[src/rtl/cpu_sequencer.sv]
// rtl/cpu_sequencer.sv - instruction fetch/execute sequencer for the 16-bit CPU core
// Optional single-step input enabled by defining SEQ_SINGLE_STEP_EN.
module cpu_sequencer #(
    parameter logic [15:0] RESET_PC = 16'h0000,
    parameter int          TIMEOUT  = 0
) (
    input  logic        clk,
    input  logic        rst,
    input  logic        i_run,
`ifdef SEQ_SINGLE_STEP_EN
    input  logic        i_step,
`endif
    output logic        o_mem_req,
    output logic [15:0] o_mem_addr,
    input  logic [7:0]  i_mem_rdata,
    input  logic        i_mem_ack,
    output logic [15:0] o_inst,
    output logic [7:0]  o_data,
    output logic        o_dec_en,
    input  logic        i_inst_branch,
    input  logic        i_if_zero,
    input  logic        i_if_not_zero,
    input  logic        i_if_else,
    input  logic        i_if_not_else,
    input  logic [15:0] i_rhs,
    input  logic        i_acc_zero,
    output logic [15:0] o_pc,
    output logic        o_else_flag,
    output logic        o_busy,
    output logic        o_fault
);
    typedef enum logic [2:0] {
        S_IDLE, S_FETCH_HI, S_FETCH_LO, S_FETCH_DATA, S_EXEC, S_FAULT
    } state_t;

    localparam logic [31:0] TO_LAST = 32'(TIMEOUT - 1);

    state_t      r_state;
    logic [15:0] r_pc, r_start_pc, r_inst, r_mem_addr;
    logic [7:0]  r_data;
    logic        r_mem_req, r_dec_en, r_else_flag, r_skip, r_fault;
    logic [31:0] r_wait;

    logic        w_start, w_continue, w_timeout, w_any_flag, w_cond, w_data_inst;
    logic [15:0] w_pc_inc, w_pc_exec;

`ifdef SEQ_SINGLE_STEP_EN
    logic r_step_mode;
    assign w_start    = i_run | i_step;
    assign w_continue = i_run & ~r_step_mode;
`else
    assign w_start    = i_run;
    assign w_continue = i_run;
`endif

    assign w_pc_inc    = r_pc + 16'd1;
    assign w_data_inst = (r_inst[15:14] == 2'b10) && (r_inst[10:9] == 2'b01);
    assign w_any_flag  = i_if_zero | i_if_not_zero | i_if_else | i_if_not_else;
    // No condition flag set means "always true", which also covers non-IF instructions.
    assign w_cond      = ~w_any_flag
                       | (i_if_zero & i_acc_zero) | (i_if_not_zero & ~i_acc_zero)
                       | (i_if_else & r_else_flag) | (i_if_not_else & ~r_else_flag);
    assign w_pc_exec   = (!r_skip && i_inst_branch) ? (r_start_pc + i_rhs) : r_pc;
    assign w_timeout   = (TIMEOUT > 0) && r_mem_req && !i_mem_ack && (r_wait == TO_LAST);

    always_ff @(posedge clk or posedge rst) begin
        if (rst) begin
            r_state     <= S_IDLE;
            r_pc        <= RESET_PC;
            r_start_pc  <= RESET_PC;
            r_inst      <= 16'h0000;
            r_data      <= 8'h00;
            r_mem_req   <= 1'b0;
            r_mem_addr  <= RESET_PC;
            r_dec_en    <= 1'b0;
            r_else_flag <= 1'b0;
            r_skip      <= 1'b0;
            r_fault     <= 1'b0;
            r_wait      <= 32'd0;
`ifdef SEQ_SINGLE_STEP_EN
            r_step_mode <= 1'b0;
`endif
        end else begin
            r_dec_en <= 1'b0;
            if (r_mem_req && !i_mem_ack)
                r_wait <= r_wait + 32'd1;
            case (r_state)
                S_IDLE: begin
                    if (w_start) begin
                        r_state    <= S_FETCH_HI;
                        r_start_pc <= r_pc;
                        r_mem_req  <= 1'b1;
                        r_mem_addr <= r_pc;
                        r_wait     <= 32'd0;
`ifdef SEQ_SINGLE_STEP_EN
                        r_step_mode <= ~i_run;
`endif
                    end
                end
                S_FETCH_HI, S_FETCH_LO, S_FETCH_DATA: begin
                    if (w_timeout) begin
                        r_state   <= S_FAULT;
                        r_mem_req <= 1'b0;
                        r_fault   <= 1'b1;
                    end else if (i_mem_ack) begin
                        r_pc       <= w_pc_inc;
                        r_mem_addr <= w_pc_inc;
                        r_wait     <= 32'd0;
                        if (r_state == S_FETCH_HI) begin
                            r_inst[15:8] <= i_mem_rdata;
                            r_state      <= S_FETCH_LO;
                        end else if (r_state == S_FETCH_LO && w_data_inst) begin
                            r_inst[7:0] <= i_mem_rdata;
                            r_state     <= S_FETCH_DATA;
                        end else begin
                            if (r_state == S_FETCH_LO)
                                r_inst[7:0] <= i_mem_rdata;
                            else
                                r_data <= i_mem_rdata;
                            r_state   <= S_EXEC;
                            r_mem_req <= 1'b0;
                            r_dec_en  <= ~r_skip;
                        end
                    end
                end
                S_EXEC: begin
                    if (r_skip) begin
                        r_skip <= 1'b0;
                    end else begin
                        r_skip <= ~w_cond;
                        if (i_if_zero | i_if_not_zero)
                            r_else_flag <= ~w_cond;
                    end
                    r_pc       <= w_pc_exec;
                    r_mem_addr <= w_pc_exec;
                    if (w_continue) begin
                        r_state    <= S_FETCH_HI;
                        r_start_pc <= w_pc_exec;
                        r_mem_req  <= 1'b1;
                        r_wait     <= 32'd0;
                    end else begin
                        r_state <= S_IDLE;
                    end
`ifdef SEQ_SINGLE_STEP_EN
                    r_step_mode <= 1'b0;
`endif
                end
                default: ;
            endcase
        end
    end

    assign o_mem_req   = r_mem_req;
    assign o_mem_addr  = r_mem_addr;
    assign o_inst      = r_inst;
    assign o_data      = r_data;
    assign o_dec_en    = r_dec_en;
    assign o_pc        = r_pc;
    assign o_else_flag = r_else_flag;
    assign o_busy      = (r_state != S_IDLE) && (r_state != S_FAULT);
    assign o_fault     = r_fault;
endmodule

[config.mk]
export PLATFORM = sky130hd
export DESIGN_NAME = cpu_sequencer
export DESIGN_NICKNAME = d
export VERILOG_FILES = /design/src/rtl/cpu_sequencer.sv
export SDC_FILE = /design/constraint.sdc
export NUM_CORES = 1
export LEC_CHECK = 0
export BUFFER_PORTS_ARGS = -buffer_cell sky130_fd_sc_hd__buf_2
export CORE_MARGIN = 2
export CORE_UTILIZATION = 60
export CTS_BUF_LIST = sky130_fd_sc_hd__clkbuf_4 sky130_fd_sc_hd__clkbuf_8
export DETAILED_ROUTE_END_ITERATION = 8
export PLACE_DENSITY = 0.86
export SLEW_MARGIN = 30
export SYNTH_ARGS = -nofsm -noshare
export SYNTH_HDL_FRONTEND = slang
export SYNTH_SLANG_ARGS = --single-unit
export TNS_END_PERCENT = 50
[constraint.sdc]
create_clock -name clk -period 7.6 [get_ports clk]
set_clock_uncertainty 0.2 [all_clocks]
set_input_delay 1.52 -clock clk [delete_from_list [all_inputs] [get_ports clk]]
set_output_delay 1.52 -clock clk [all_outputs]
set_load 0.1 [all_outputs]
## Yosys cells after proc, flatten, opt, wreduce, memory -nomap -nowiden

Index checks and enable logic that the tools add are counted.

| storage, ports and cells | value |
|---|---|
| latch bits | 0 |
| memories | 0 |
| word-level logic and storage cells | 92 |
| output and inout bits | 61 |
| bits in writable memories | 0 |
| memory bits (read-only) | 0 |
| flip-flop bits (word level) | 79 |

| operators by class | value |
|---|---|
| $lt $le $gt $ge | 0 |
| $add $sub $neg | 2 |
| multiply operators | 0 |
| bitwise gates (word level) | 19 |
| shifts and indexed selects | 0 |
| divide/modulo/power cells | 0 |
| mux-type cells | 25 |
| reductions and logical operators | 22 |
| equality and inequality tests | 13 |

Operator list:

| operator | number |
|---|---|
| two-way mux 16 bit | 4 |
| one-hot mux 16 bit (2 select lines) | 2 |
| one-hot mux 16 bit (3 select lines) | 1 |
| adder 16 x 1 -> 16 bit (second input constant) | 1 |
| adder 16 bit | 1 |
| two-way mux 8 bit | 2 |
| two-way mux 3 bit | 4 |
| AND reduction 3 bit | 4 |
| two-way mux 1 bit | 10 |
| inequality test 2 bit (second input constant) | 5 |
| AND reduction 5 bit | 2 |
| one-hot mux 3 bit (3 select lines) | 1 |
| NOT 1 bit | 8 |
| nonzero test 2 bit | 4 |
| OR 1 bit | 7 |
| == test 3 x 2 -> 1 bit (second input constant) | 2 |
| nonzero test 3 bit | 2 |
| AND 1 bit | 4 |
| logical AND 1 bit | 4 |
| AND reduction 4 bit | 1 |
| == test 3 x 1 -> 1 bit (second input constant) | 1 |
| == test 3 bit (second input constant) | 1 |
| logical NOT 3 bit | 1 |
| inequality test 3 bit (second input constant) | 1 |
| 8 further kinds | 8 |

## Logic depth before layout (Yosys ltp)

Gate-level depths: netlist (run 1).

| depth | value |
|---|---|
| depth after elaboration | 10 |
| gate-level depth with buffers | 8 |
| gate-level depth less buffers | 8 |

## Least setup slack after synthesis (run 1)

No wires, ideal clock.

| timing path | value |
|---|---|
| path type | input to register |
| start point | input port i_rhs[0] |
| end point | register r_pc[12], in the netlist o_pc[12] |
| data arrival time | 3.388 ns |
| data required time | 7.269 ns |
| path slack | 3.881 ns |
| stages | 8 |
| setup time | 0.131 ns |
| path through | ha_1 -> fa_1 -> a21o_1 -> a221oi_2 -> o211ai_2 -> a21oi_2 -> mux2i_1 -> or3_1 |

| on the way | value |
|---|---|
| cells in the longest elaborated chain, start to end | 3 |

Ends and longest elaborated chain:

| item | RTL line | text |
|---|---|---|
| from (decl) | 25 | `input logic [15:0] i_rhs,` |
| adder 16 bit | 63 | `assign w_pc_exec = (!r_skip && i_inst_branch) ? (r_start_pc + i_rhs) : r_pc;` |
| two-way mux 16 bit | 63 |  |
| one-hot mux 16 bit (2 select lines) | 87 | `case (r_state)` |
| to (signal assigned) | 106 | `r_pc <= w_pc_inc;` |
| to (signal assigned) | 134 | `r_pc <= w_pc_exec;` |
| to (decl) | 39 | `logic [15:0] r_pc, r_start_pc, r_inst, r_mem_addr;` |

No other way between the ends.
A chain may end at the register's enable or synchronous reset.

## Worst setup path in the final report (run 1)

Same ends and word-level chain as after synthesis.

==> results of run 1 <==
[critical path, stage by stage]
cell                       delay, ns
sky130_fd_sc_hd__buf_2          0.10
sky130_fd_sc_hd__ha_1           0.21
sky130_fd_sc_hd__fa_1           0.40
sky130_fd_sc_hd__a21o_1         0.23
sky130_fd_sc_hd__a221oi_2       0.38
sky130_fd_sc_hd__o211ai_2       0.14
sky130_fd_sc_hd__a21oi_2        0.16
sky130_fd_sc_hd__mux2i_1        0.12
sky130_fd_sc_hd__or3_1          0.38
[worst paths after layout]
check / startpoint / endpoint
min reg2reg: r_start_pc[6]$_DFFE_PP0P_ / r_start_pc[6]$_DFFE_PP0P_
max reg2reg: r_state[0]$_DFFE_PP0P_ / o_mem_addr[12]$_DFFE_PP0P_
min in group asynchronous: rst / r_start_pc[4]$_DFFE_PP0P_
max: i_rhs[0] / o_pc[12]$_DFFE_PP0P_
max in group asynchronous: rst / o_mem_addr[11]$_DFFE_PP0P_
min: r_start_pc[6]$_DFFE_PP0P_ / r_start_pc[6]$_DFFE_PP0P_
[stage by stage]
step,instances,instance area (um2),hold WS (ns)
after floorplan,539,4823,0.2596
after global placement,710,5326,0.2784
after detailed placement,710,5326,0.2838
after CTS,726,5512,0.3026
after global routing,726,5527,0.3318
final,726,5527,0.2985
[per-layer routing]
metal / share of wire, % / global-route usage [%] / wire length, um
met4: 2.8 / 12.92 / 396
met1: 40 / 43.11 / 5623
met5: 0 / 0 / 0
met3: 9.9 / 8.909 / 1383
met2: 47 / 53.12 / 6634
[state kept, by name, summed over array words and instances (netlist names)]
name,flops
o_inst,16
r_start_pc,16
r_skip,1
o_mem_req,1
o_pc,16
o_else_flag,1
o_data,8
o_dec_en,1
r_state,3
o_mem_addr,16
[synthesized netlist by cell type (all sizes together), types with 4 or more instances]
master  number
inv          5
nand2       52
nand3       20
a221oi       8
ha          16
o21ai       38
mux2        26
a211oi       4
o31ai        5
xor2         6
nor2        70
xnor2       11
and3         7
or3          6
a21oi       44
clkbuf      16
dfrtp       79
nor3        15
a21o         9
mux2i        5
a31oi       13
nand2b       5
buf         13
o211ai       8
nand4        6
and2         4
[placed cells by master (no fill, tap or decap), types with 4 or more instances in the layout]
| cell | instances |
|---|---|
| sky130_fd_sc_hd__xor2_1 | 6 |
| sky130_fd_sc_hd__nand2b_1 | 5 |
| sky130_fd_sc_hd__o21ai_1 | 4 |
| sky130_fd_sc_hd__a211oi_1 | 4 |
| sky130_fd_sc_hd__buf_4 | 4 |
| sky130_fd_sc_hd__nand4_1 | 6 |
| sky130_fd_sc_hd__dfrtp_1 | 79 |
| sky130_fd_sc_hd__nand3_1 | 19 |
| sky130_fd_sc_hd__o21ai_0 | 33 |
| sky130_fd_sc_hd__nand2_1 | 52 |
| sky130_fd_sc_hd__o211ai_1 | 7 |
| sky130_fd_sc_hd__nor3_1 | 14 |
| sky130_fd_sc_hd__clkbuf_8 | 9 |
| sky130_fd_sc_hd__mux2_2 | 26 |
| sky130_fd_sc_hd__and3_1 | 7 |
| sky130_fd_sc_hd__buf_2 | 93 |
| sky130_fd_sc_hd__a31oi_1 | 13 |
| sky130_fd_sc_hd__mux2i_1 | 5 |
| sky130_fd_sc_hd__a21o_1 | 9 |
| sky130_fd_sc_hd__xnor2_1 | 10 |
| sky130_fd_sc_hd__a21oi_1 | 42 |
| sky130_fd_sc_hd__or3_1 | 6 |
| sky130_fd_sc_hd__ha_1 | 16 |
| sky130_fd_sc_hd__o31ai_1 | 5 |
| sky130_fd_sc_hd__nor2_1 | 70 |
| sky130_fd_sc_hd__a221oi_1 | 7 |
[logic make-up (layout without fill, tap and decap cells)]
| kind of cell | count (synthesis) | count (layout) | synth area share (%) |
|---|---|---|---|
| xor gates and xnor gates | 17 | 17 | 3.087 |
| other | 1 | 1 | 0.07775 |
| adders and majority gates | 17 | 17 | 4.565 |
| buffers and inverters | 34 | 119 | 3.061 |
| DFF | 79 | 79 | 40.99 |
| and+or+nand+nor | 201 | 201 | 19.72 |
| muxes | 31 | 31 | 7.108 |
| AOI/OAI and AO/OA | 159 | 159 | 21.40 |
[final cells by class]
cell class,instances,area (um2)
inverter,5,20.02
multi-input combinational,426,2710
sequential,79,1977
tap,102,127.6
timing repair buffer,98,506.7
clock buffer,9,123.9
fill,612,2241
clock inverter,7,61.31
==> flow_summary.ini, run 1 <==
[min_path]
number_of_stages_on_the_worst_hold_path = 2
worst_hold_path_type = flop to flop

[critical_path]
setup.reg_to_reg.worst_slack_ns = 4.75
path_class = input port to flop
critical_path_required_ns = 7.65
worstSetupStartpointType = input port
worst_ep_arrival_time_ns = 3.64
worstPathMaxFanout = 3
worst-r2r-cell-count = 7
endpoint_kind = flop

[floorplanning]
starting_density_of_the_core_pct = 62.10
total_die_area_um2 = 8772
core_area_um2 = 7767
die_width_um = 93.66
floorplan.die.height_um = 93.66
design.portCount = 95
num_rows = 32

[timing]
fmax_ghz = 0.2787
rsz0062_at_grt = false
final.setup.tns_ns = 0
finalSetupViolCount = 0
worst_slew_margin_rel_pct = 40.05
drv_slew = 0
tightest_slew_ns = 0.8933
finalCritPeriodShare_pct = 47.22
final_hold_viol_count = 0
final.setup.worst_slack_ns = 4.012
finalWorstPathRequiredPeriod_ns = 3.589

[detailed_routing]
final_antenna_net_count = 0
drt-wirelength-per-cell_um = 19.33
drt_wl_total_um = 14040
drt_pass1_iterations = 5
route.vias.total = 4724
drc = 0
detail_route.iter0.violations = 518
drt-vias-per-instance = 6.507

[clocking]
cts.root.buffer_cell = sky130_fd_sc_hd__clkbuf_8
post_cts_buffers = 0
cts_sinks = 79
tritoncts = built
clk_path_buf_depth = 2
cts_resized = 0
clkTransAtPathRegs_ns = 0.08
cts_hold_buf = 0
clock_insertion_delay_worst_skew_ns = 0.37
numCtsBuffers = 9
htreeDepth = 3

[global_route]
grt_overflow_total = 0
grt_start_max_net_pins = 80
initial_antenna_violation_count = 0
vias_in_the_first_global_route = 4549
grt_usage_pct = 33.13
grt_first_pass_wirelength_um = 22340

[synth]
avgSynthCellArea_um2 = 8.949
yosys_warnings = 0
post_synth_num_cell_types = 68
yosysTopAreaCell = sky130_fd_sc_hd__dfrtp_1
async_reset_ff_share_pct = 100.0
synthDominantCellAreaShare_pct = 40.99
postSynthNetCount = 590
synth_seq_cells = 79
predominant_post_synthesis_flop_cell = sky130_fd_sc_hd__dfrtp_1
syn_inst = 539
syn-cell-area_um2 = 4823
number_of_enable_flip_flop_cells_after_synthesis = 0
yosysSeqAreaShare_pct = 40.99
ranking_of_synthesized_cells_by_area = sky130_fd_sc_hd__dfrtp_1 41%, sky130_fd_sc_hd__mux2_2 6.1%, sky130_fd_sc_hd__nor2_1 5.4%, sky130_fd_sc_hd__a21oi_1 4.4%, sky130_fd_sc_hd__ha_1 4.2%

[finish]
final_util_pct = 71.15
final_layout_size_suffix_gt1_share_pct = 25.48
area_growth_syn_to_layout_pct = 14.58
diodes = 0
finalNetCount = 670

[placed_design]
io_buffer_count = 93
detailedPlacementHpwl_um = 10190
pre_cts_slack_ns = 3.584
place_congestion = 0.9118

[flow_run]
maxCapViolCount = 0

[outcome]
outcome = complete, no violations
Power of run 1 is not shown: default switching activity piles up to over one toggle a cycle in this logic, so the estimate is an artifact.
==> run 2: changes to the inputs <==
--- a/config.mk
+++ b/config.mk
@@ -7,10 +7,10 @@
 export LEC_CHECK = 0
 export BUFFER_PORTS_ARGS = -buffer_cell sky130_fd_sc_hd__buf_2
 export CORE_MARGIN = 2
-export CORE_UTILIZATION = 60
+export CORE_UTILIZATION = 58
 export CTS_BUF_LIST = sky130_fd_sc_hd__clkbuf_4 sky130_fd_sc_hd__clkbuf_8
 export DETAILED_ROUTE_END_ITERATION = 8
-export PLACE_DENSITY = 0.86
+export PLACE_DENSITY = 0.83
 export SLEW_MARGIN = 30
 export SYNTH_ARGS = -nofsm -noshare
 export SYNTH_HDL_FRONTEND = slang
==> constraint.sdc (replaced) <==
create_clock -name clk -period 3.51 [get_ports clk]
set_clock_uncertainty 0.2 [all_clocks]
set_input_delay 0.702 -clock clk [delete_from_list [all_inputs] [get_ports clk]]
set_output_delay 0.702 -clock clk [all_outputs]
set_load 0.1 [all_outputs]
==> run 2 against run 1 <==
Compared with the run above: critical path depth stayed put; first-iteration DRC count is 20% lower; global-route usage is 1.8 points lower; sequential share of layout area is 0.78 points lower; routed wire length is 2.2% lower; register-to-register slack worse by 4.0 ns; largest cell class unchanged; core utilization is 1.7 points lower; setup slack worse by 3.3 ns; via count is 0.21% lower; die area is 3.3% higher; sequential cell count stayed put; hold slack worse by 0.14 ns; critical path type unchanged.
==> flow_summary.ini, run 2 (synthesized netlist as in run 1, its figures left out) <==
[detailed_routing]
drt_wl_total_um = 13730
drt_pass1_iterations = 6
met3_wirelength_um = 1320
met2_wl_um = 6442
drc = 0
detail_route.iter0.violations = 415
route.vias.total = 4714
top_layer = met4
final_antenna_net_count = 0
drt-wirelength-per-cell_um = 18.57
drt-vias-per-instance = 6.379
met1Wirelength_um = 5472

[critical_path]
timing.critical_path.buf_inv = 1
worst_ep_arrival_time_ns = 2.88
slowest_delay_ns = 0.42
worst-r2r-cell-count = 8
critical_path_required_ns = 3.54
rr_startpoint = r_start_pc[0]$_DFFE_PP0P_
rr_endpoint = o_pc[12]$_DFFE_PP0P_
timing.critical_path.cells = buf_2 -> ha_1 -> fa_1 -> a21o_1 -> a221oi_2 -> o211ai_2 -> a21oi_2 -> mux2i_1 -> or3_1
worstSetupStartpointType = input port
worstPathMaxFanout = 3
endpoint_kind = flop
setup.reg_to_reg.worst_slack_ns = 0.71
timing.critical_path.slowest_stage_cell = sky130_fd_sc_hd__fa_1
critPathTopFamily = compound AO/OA/AOI/OAI gates
path_class = input port to flop

[global_route]
grt_overflow_total = 0
grt_start_max_net_pins = 31
grt_usage_pct = 31.34
vias_in_the_first_global_route = 4420
initial_antenna_violation_count = 0
grt_first_pass_wirelength_um = 21830

[clocking]
cts_sinks = 79
clock_insertion_delay_worst_skew_ns = 0.35
post_cts_buffers = 0
cts.root.buffer_cell = sky130_fd_sc_hd__clkbuf_8
cts_hold_buf = 0
tritoncts = built
numCtsBuffers = 9
cts_resized = 0
htreeDepth = 3
clkTransAtPathRegs_ns = 0.09
clk_path_buf_depth = 2

[finish]
final_layout_size_suffix_gt1_share_pct = 26.34
diodes = 0
finalNetCount = 680
layout.area.seq_um2 = 1977
layout_common_cells = 93 x sky130_fd_sc_hd__buf_2, 79 x sky130_fd_sc_hd__dfrtp_1, 70 x sky130_fd_sc_hd__nor2_1
filler_cell_count = 639
multi_input_comb_area_um2 = 2699
area_growth_syn_to_layout_pct = 17.15
commonest_non_fill_non_tap_cell_in_the_layout = sky130_fd_sc_hd__buf_2

[floorplanning]
floorplan.die.height_um = 95.20
starting_density_of_the_core_pct = 59.30
design.portCount = 95
total_die_area_um2 = 9062
die_width_um = 95.20
num_rows = 33
core_area_um2 = 8134

[timing]
hold_slack_ns = 0.1628
rsz0062_at_grt = false
final_hold_viol_count = 0
fmax_ghz = 0.3517
worst_slew_margin_rel_pct = 37.58
finalSetupViolCount = 0
finalCritPeriodShare_pct = 81.01
final.setup.tns_ns = 0
tightest_slew_ns = 0.9300
finalWorstPathRequiredPeriod_ns = 2.843
drv_slew = 0

[outcome]
outcome = complete, no violations

[min_path]
worst_hold_path_type = input port to async pin

[placed_design]
detailedPlacementHpwl_um = 10160
place_congestion = 0.9705
io_buffer_count = 93

[flow_run]
maxCapViolCount = 0
-- run 2: worst reg2reg max path, cell delays in order, from the launching register on --
cell and delay (ns):
sky130_fd_sc_hd__dfrtp_1 0.40, sky130_fd_sc_hd__ha_1 0.22, sky130_fd_sc_hd__fa_1 0.42, sky130_fd_sc_hd__a21o_1 0.24
sky130_fd_sc_hd__a221oi_2 0.39, sky130_fd_sc_hd__o211ai_2 0.14, sky130_fd_sc_hd__a21oi_2 0.16, sky130_fd_sc_hd__mux2i_1 0.13
sky130_fd_sc_hd__or3_1 0.38
-- run 2: area by class of cell --
type	count	area share, %
inverter	5	0.3543
tap	105	2.325
sequential	79	34.99
clock buffer	10	2.436
multi-input combinational	426	47.76
clock inverter	6	1.904
timing repair buffer	108	10.23
-- run 2: per-layer routing --
layer / track usage [%] / up-vias
met5: 0 / -
met1: 41.51 / 2234
met2: 49.24 / 268
met3: 6.087 / 51
met4: 15.58 / 0
li1: - / 2161
-- run 2: stage by stage --
| step | worst slack, ns | util (%) | area [um2] | std cells |
|---|---|---|---|---|
| final | 0.6665 | 69.47 | 5650 | 739 |
| after global routing | 0.5727 | 69.47 | 5650 | 739 |
| after CTS | 0.6566 | 69.47 | 5650 | 739 |
| after detailed placement | 0.2821 | 66.45 | 5405 | 723 |
| after global placement | 0.3599 | 66.45 | 5405 | 723 |
| after floorplan | 0.5846 | - | 4823 | 539 |
-- run 2: worst max-delay path by stage --
stage / from / to / slack (ns) / cells past startpoint
floorplan: rst / o_data[0]$_DFFE_PP0P_ / 0.58 / 1
global placement: i_rhs[0] / o_pc[12]$_DFFE_PP0P_ / 0.36 / 9
global route: i_rhs[0] / o_mem_addr[6]$_DFFE_PP0P_ / 0.57 / 9
CTS: i_rhs[0] / o_pc[12]$_DFFE_PP0P_ / 0.66 / 9
finish: i_rhs[0] / o_pc[12]$_DFFE_PP0P_ / 0.67 / 9
detailed placement: i_rhs[0] / o_pc[12]$_DFFE_PP0P_ / 0.28 / 9
Power of run 2 is left out for the same reason.
==> run 3: changes to the inputs <==
--- a/config.mk
+++ b/config.mk
@@ -7,10 +7,10 @@
 export LEC_CHECK = 0
 export BUFFER_PORTS_ARGS = -buffer_cell sky130_fd_sc_hd__buf_2
 export CORE_MARGIN = 2
-export CORE_UTILIZATION = 58
+export CORE_UTILIZATION = 52
 export CTS_BUF_LIST = sky130_fd_sc_hd__clkbuf_4 sky130_fd_sc_hd__clkbuf_8
 export DETAILED_ROUTE_END_ITERATION = 8
-export PLACE_DENSITY = 0.83
+export PLACE_DENSITY = 0.79
 export SLEW_MARGIN = 30
 export SYNTH_ARGS = -nofsm -noshare
 export SYNTH_HDL_FRONTEND = slang
==> constraint.sdc (replaced) <==
create_clock -name clk -period 2.35 [get_ports clk]
set_clock_uncertainty 0.2 [all_clocks]
set_input_delay 0.47 -clock clk [delete_from_list [all_inputs] [get_ports clk]]
set_output_delay 0.47 -clock clk [all_outputs]
set_load 0.1 [all_outputs]
==> run 3 against run 2 <==
Compared with the run above: the run now ends with negative setup slack left; via count up 5.3%; critical path depth up 1; first-iteration DRC count up 23%; sequential share of layout area down 3.4 points; cell area up 13%; sequential cell count unchanged; routed wire length up 7.8%; register-to-register slack worse by 0.97 ns; hold slack worse by 0.16 ns; global-route usage down 1.7 points; cell count up 9.7%; die area up 11%.
==> flow_summary.ini, run 3 (synthesized netlist as in run 1, its figures left out) <==
[critical_path]
critical_path_required_ns = 2.45
endpoint_kind = flop
worst_ep_arrival_time_ns = 2.71
worstPathMaxFanout = 2
path_class = flop to flop
worstSetupStartpointType = flop

[finish]
finalNetCount = 746
final_util_pct = 70.03
area_growth_syn_to_layout_pct = 32.24
final_layout_size_suffix_gt1_share_pct = 38.86
diodes = 0
filler_cell_count = 721
post_layout_nonfiller_instances = 811
layout_common_cells = 93 x sky130_fd_sc_hd__buf_2, 78 x sky130_fd_sc_hd__buf_4, 70 x sky130_fd_sc_hd__nor2_1
commonest_non_fill_non_tap_cell_in_the_layout = sky130_fd_sc_hd__buf_2

[outcome]
outcome = complete, but fails checks
failed_checks = negative setup slack

[clocking]
cts_sinks = 79
cts.root.buffer_cell = sky130_fd_sc_hd__clkbuf_8
clk_path_buf_depth = 2
numCtsBuffers = 9
htreeDepth = 3
tritoncts = built
cts_hold_buf = 0
clock_insertion_delay_worst_skew_ns = 0.37
clkTransAtPathRegs_ns = 0.10

[flow_run]
maxCapViolCount = 0

[floorplanning]
floorplan.die.height_um = 100.3
core_area_um2 = 9109
die_width_um = 100.3
total_die_area_um2 = 10060
num_rows = 35
starting_density_of_the_core_pct = 52.95
design.portCount = 95

[timing]
final_hold_viol_count = 0
finalWorstPathRequiredPeriod_ns = 2.610
finalCritPeriodShare_pct = 111.1
finalSetupViolCount = 18
rsz0062_at_grt = true
final.setup.worst_slack_ns = -0.2600
worst_slew_margin_rel_pct = 53.37
tightest_slew_ns = 0.6948
fmax_ghz = 0.3831
hold_slack_ns = 0.005829
drv_slew = 0

[detailed_routing]
met2_wl_um = 7101
drt-vias-per-instance = 6.121
top_layer = met4
drt-wirelength-per-cell_um = 18.25
detail_route.iter0.violations = 510
drt_wl_total_um = 14800
met1Wirelength_um = 6244
route.vias.total = 4964
final_antenna_net_count = 0
drc = 0
drt_pass1_iterations = 5
met3_wirelength_um = 1207

[global_route]
vias_in_the_first_global_route = 4817
grt_overflow_total = 0
initial_antenna_violation_count = 0
grt_first_pass_wirelength_um = 23590
grt_start_max_net_pins = 80
grt_usage_pct = 29.67

[placed_design]
place_congestion = 0.9543
placedCellCount = 792
pre_cts_slack_ns = -0.4776
detailedPlacementHpwl_um = 11040
io_buffer_count = 93

[min_path]
worst_hold_path_type = input port to async pin
==> run 3: cell count changes in the layout (fill, tap and decap cells not counted), moves of 6 or more <==
cell and change:
sky130_fd_sc_hd__a21oi_1 -6, sky130_fd_sc_hd__dfrtp_1 -11, sky130_fd_sc_hd__a21oi_2 +6, sky130_fd_sc_hd__buf_4 +63, sky130_fd_sc_hd__dfrtp_4 +9
==> run 3: timing repair <==
| item | 4_1_cts | 5_1_grt |
|---|---|---|
| setup endpoints to repair | 25 | 35 |
| pin swaps | 20 | 16 |
| hold endpoints to repair | 0 | 0 |
| gates resized for setup | 11 | 25 |
| buffers inserted | 1 | 3 |
==> run 3: area by class of cell <==
cell class                 instances  area (um2)  area share [%]
tap                              111       138.9           2.177
inverter                           5       22.52          0.3531
timing repair buffer             174        1094           17.14
clock inverter                     7       70.07           1.098
sequential                        79        2013           31.56
multi-input combinational        426        2917           45.72
clock buffer                       9       123.9           1.942
==> run 3: through the flow <==
step | setup TNS (ns) | instance area (um2)
6_report | -2.258 | 6379
3_5_place_dp | -8.131 | 5971
4_1_cts | -2.550 | 6232
2_1_floorplan | -1.178 | 4897
5_1_grt | -5.257 | 6379
3_3_place_gp | -6.796 | 5971
==> run 3: critical path: stages (launching register included) <==
cell and delay [ns]:
sky130_fd_sc_hd__dfrtp_1 0.42, sky130_fd_sc_hd__ha_4 0.17, sky130_fd_sc_hd__fa_2 0.33, sky130_fd_sc_hd__a21o_1 0.19
sky130_fd_sc_hd__buf_4 0.15, sky130_fd_sc_hd__buf_6 0.11, sky130_fd_sc_hd__a22o_4 0.24, sky130_fd_sc_hd__o41ai_4 0.27
sky130_fd_sc_hd__xnor2_2 0.17, sky130_fd_sc_hd__nand2_1 0.12, sky130_fd_sc_hd__a31oi_1 0.17
==> run 3: layer usage <==
metal / up-vias / track usage [%]
met3: 26 / 5.571
met1: 2402 / 39.18
met4: 0 / 10.01
li1: 2287 / -
met2: 249 / 49.25
met5: - / 0
==> run 3: final timing paths <==
path,from,to,slack [ns],cells past startpoint
worst max-delay path,r_start_pc[0]$_DFFE_PP0P_,o_mem_addr[8]$_DFFE_PP0P_,-0.26,10
worst min-delay path,rst,o_inst[3]$_DFFE_PP0P_,0.006,3
worst max register to register,r_start_pc[0]$_DFFE_PP0P_,o_mem_addr[8]$_DFFE_PP0P_,-0.26,10
worst min register to register,o_data[0]$_DFFE_PP0P_,o_data[0]$_DFFE_PP0P_,0.31,1
max in group asynchronous,rst,o_pc[9]$_DFFE_PP0P_,1.58,3
min in group clk,i_mem_rdata[0],o_inst[0]$_DFFE_PP0P_,0.15,2
Power of run 3 is left out for the same reason.
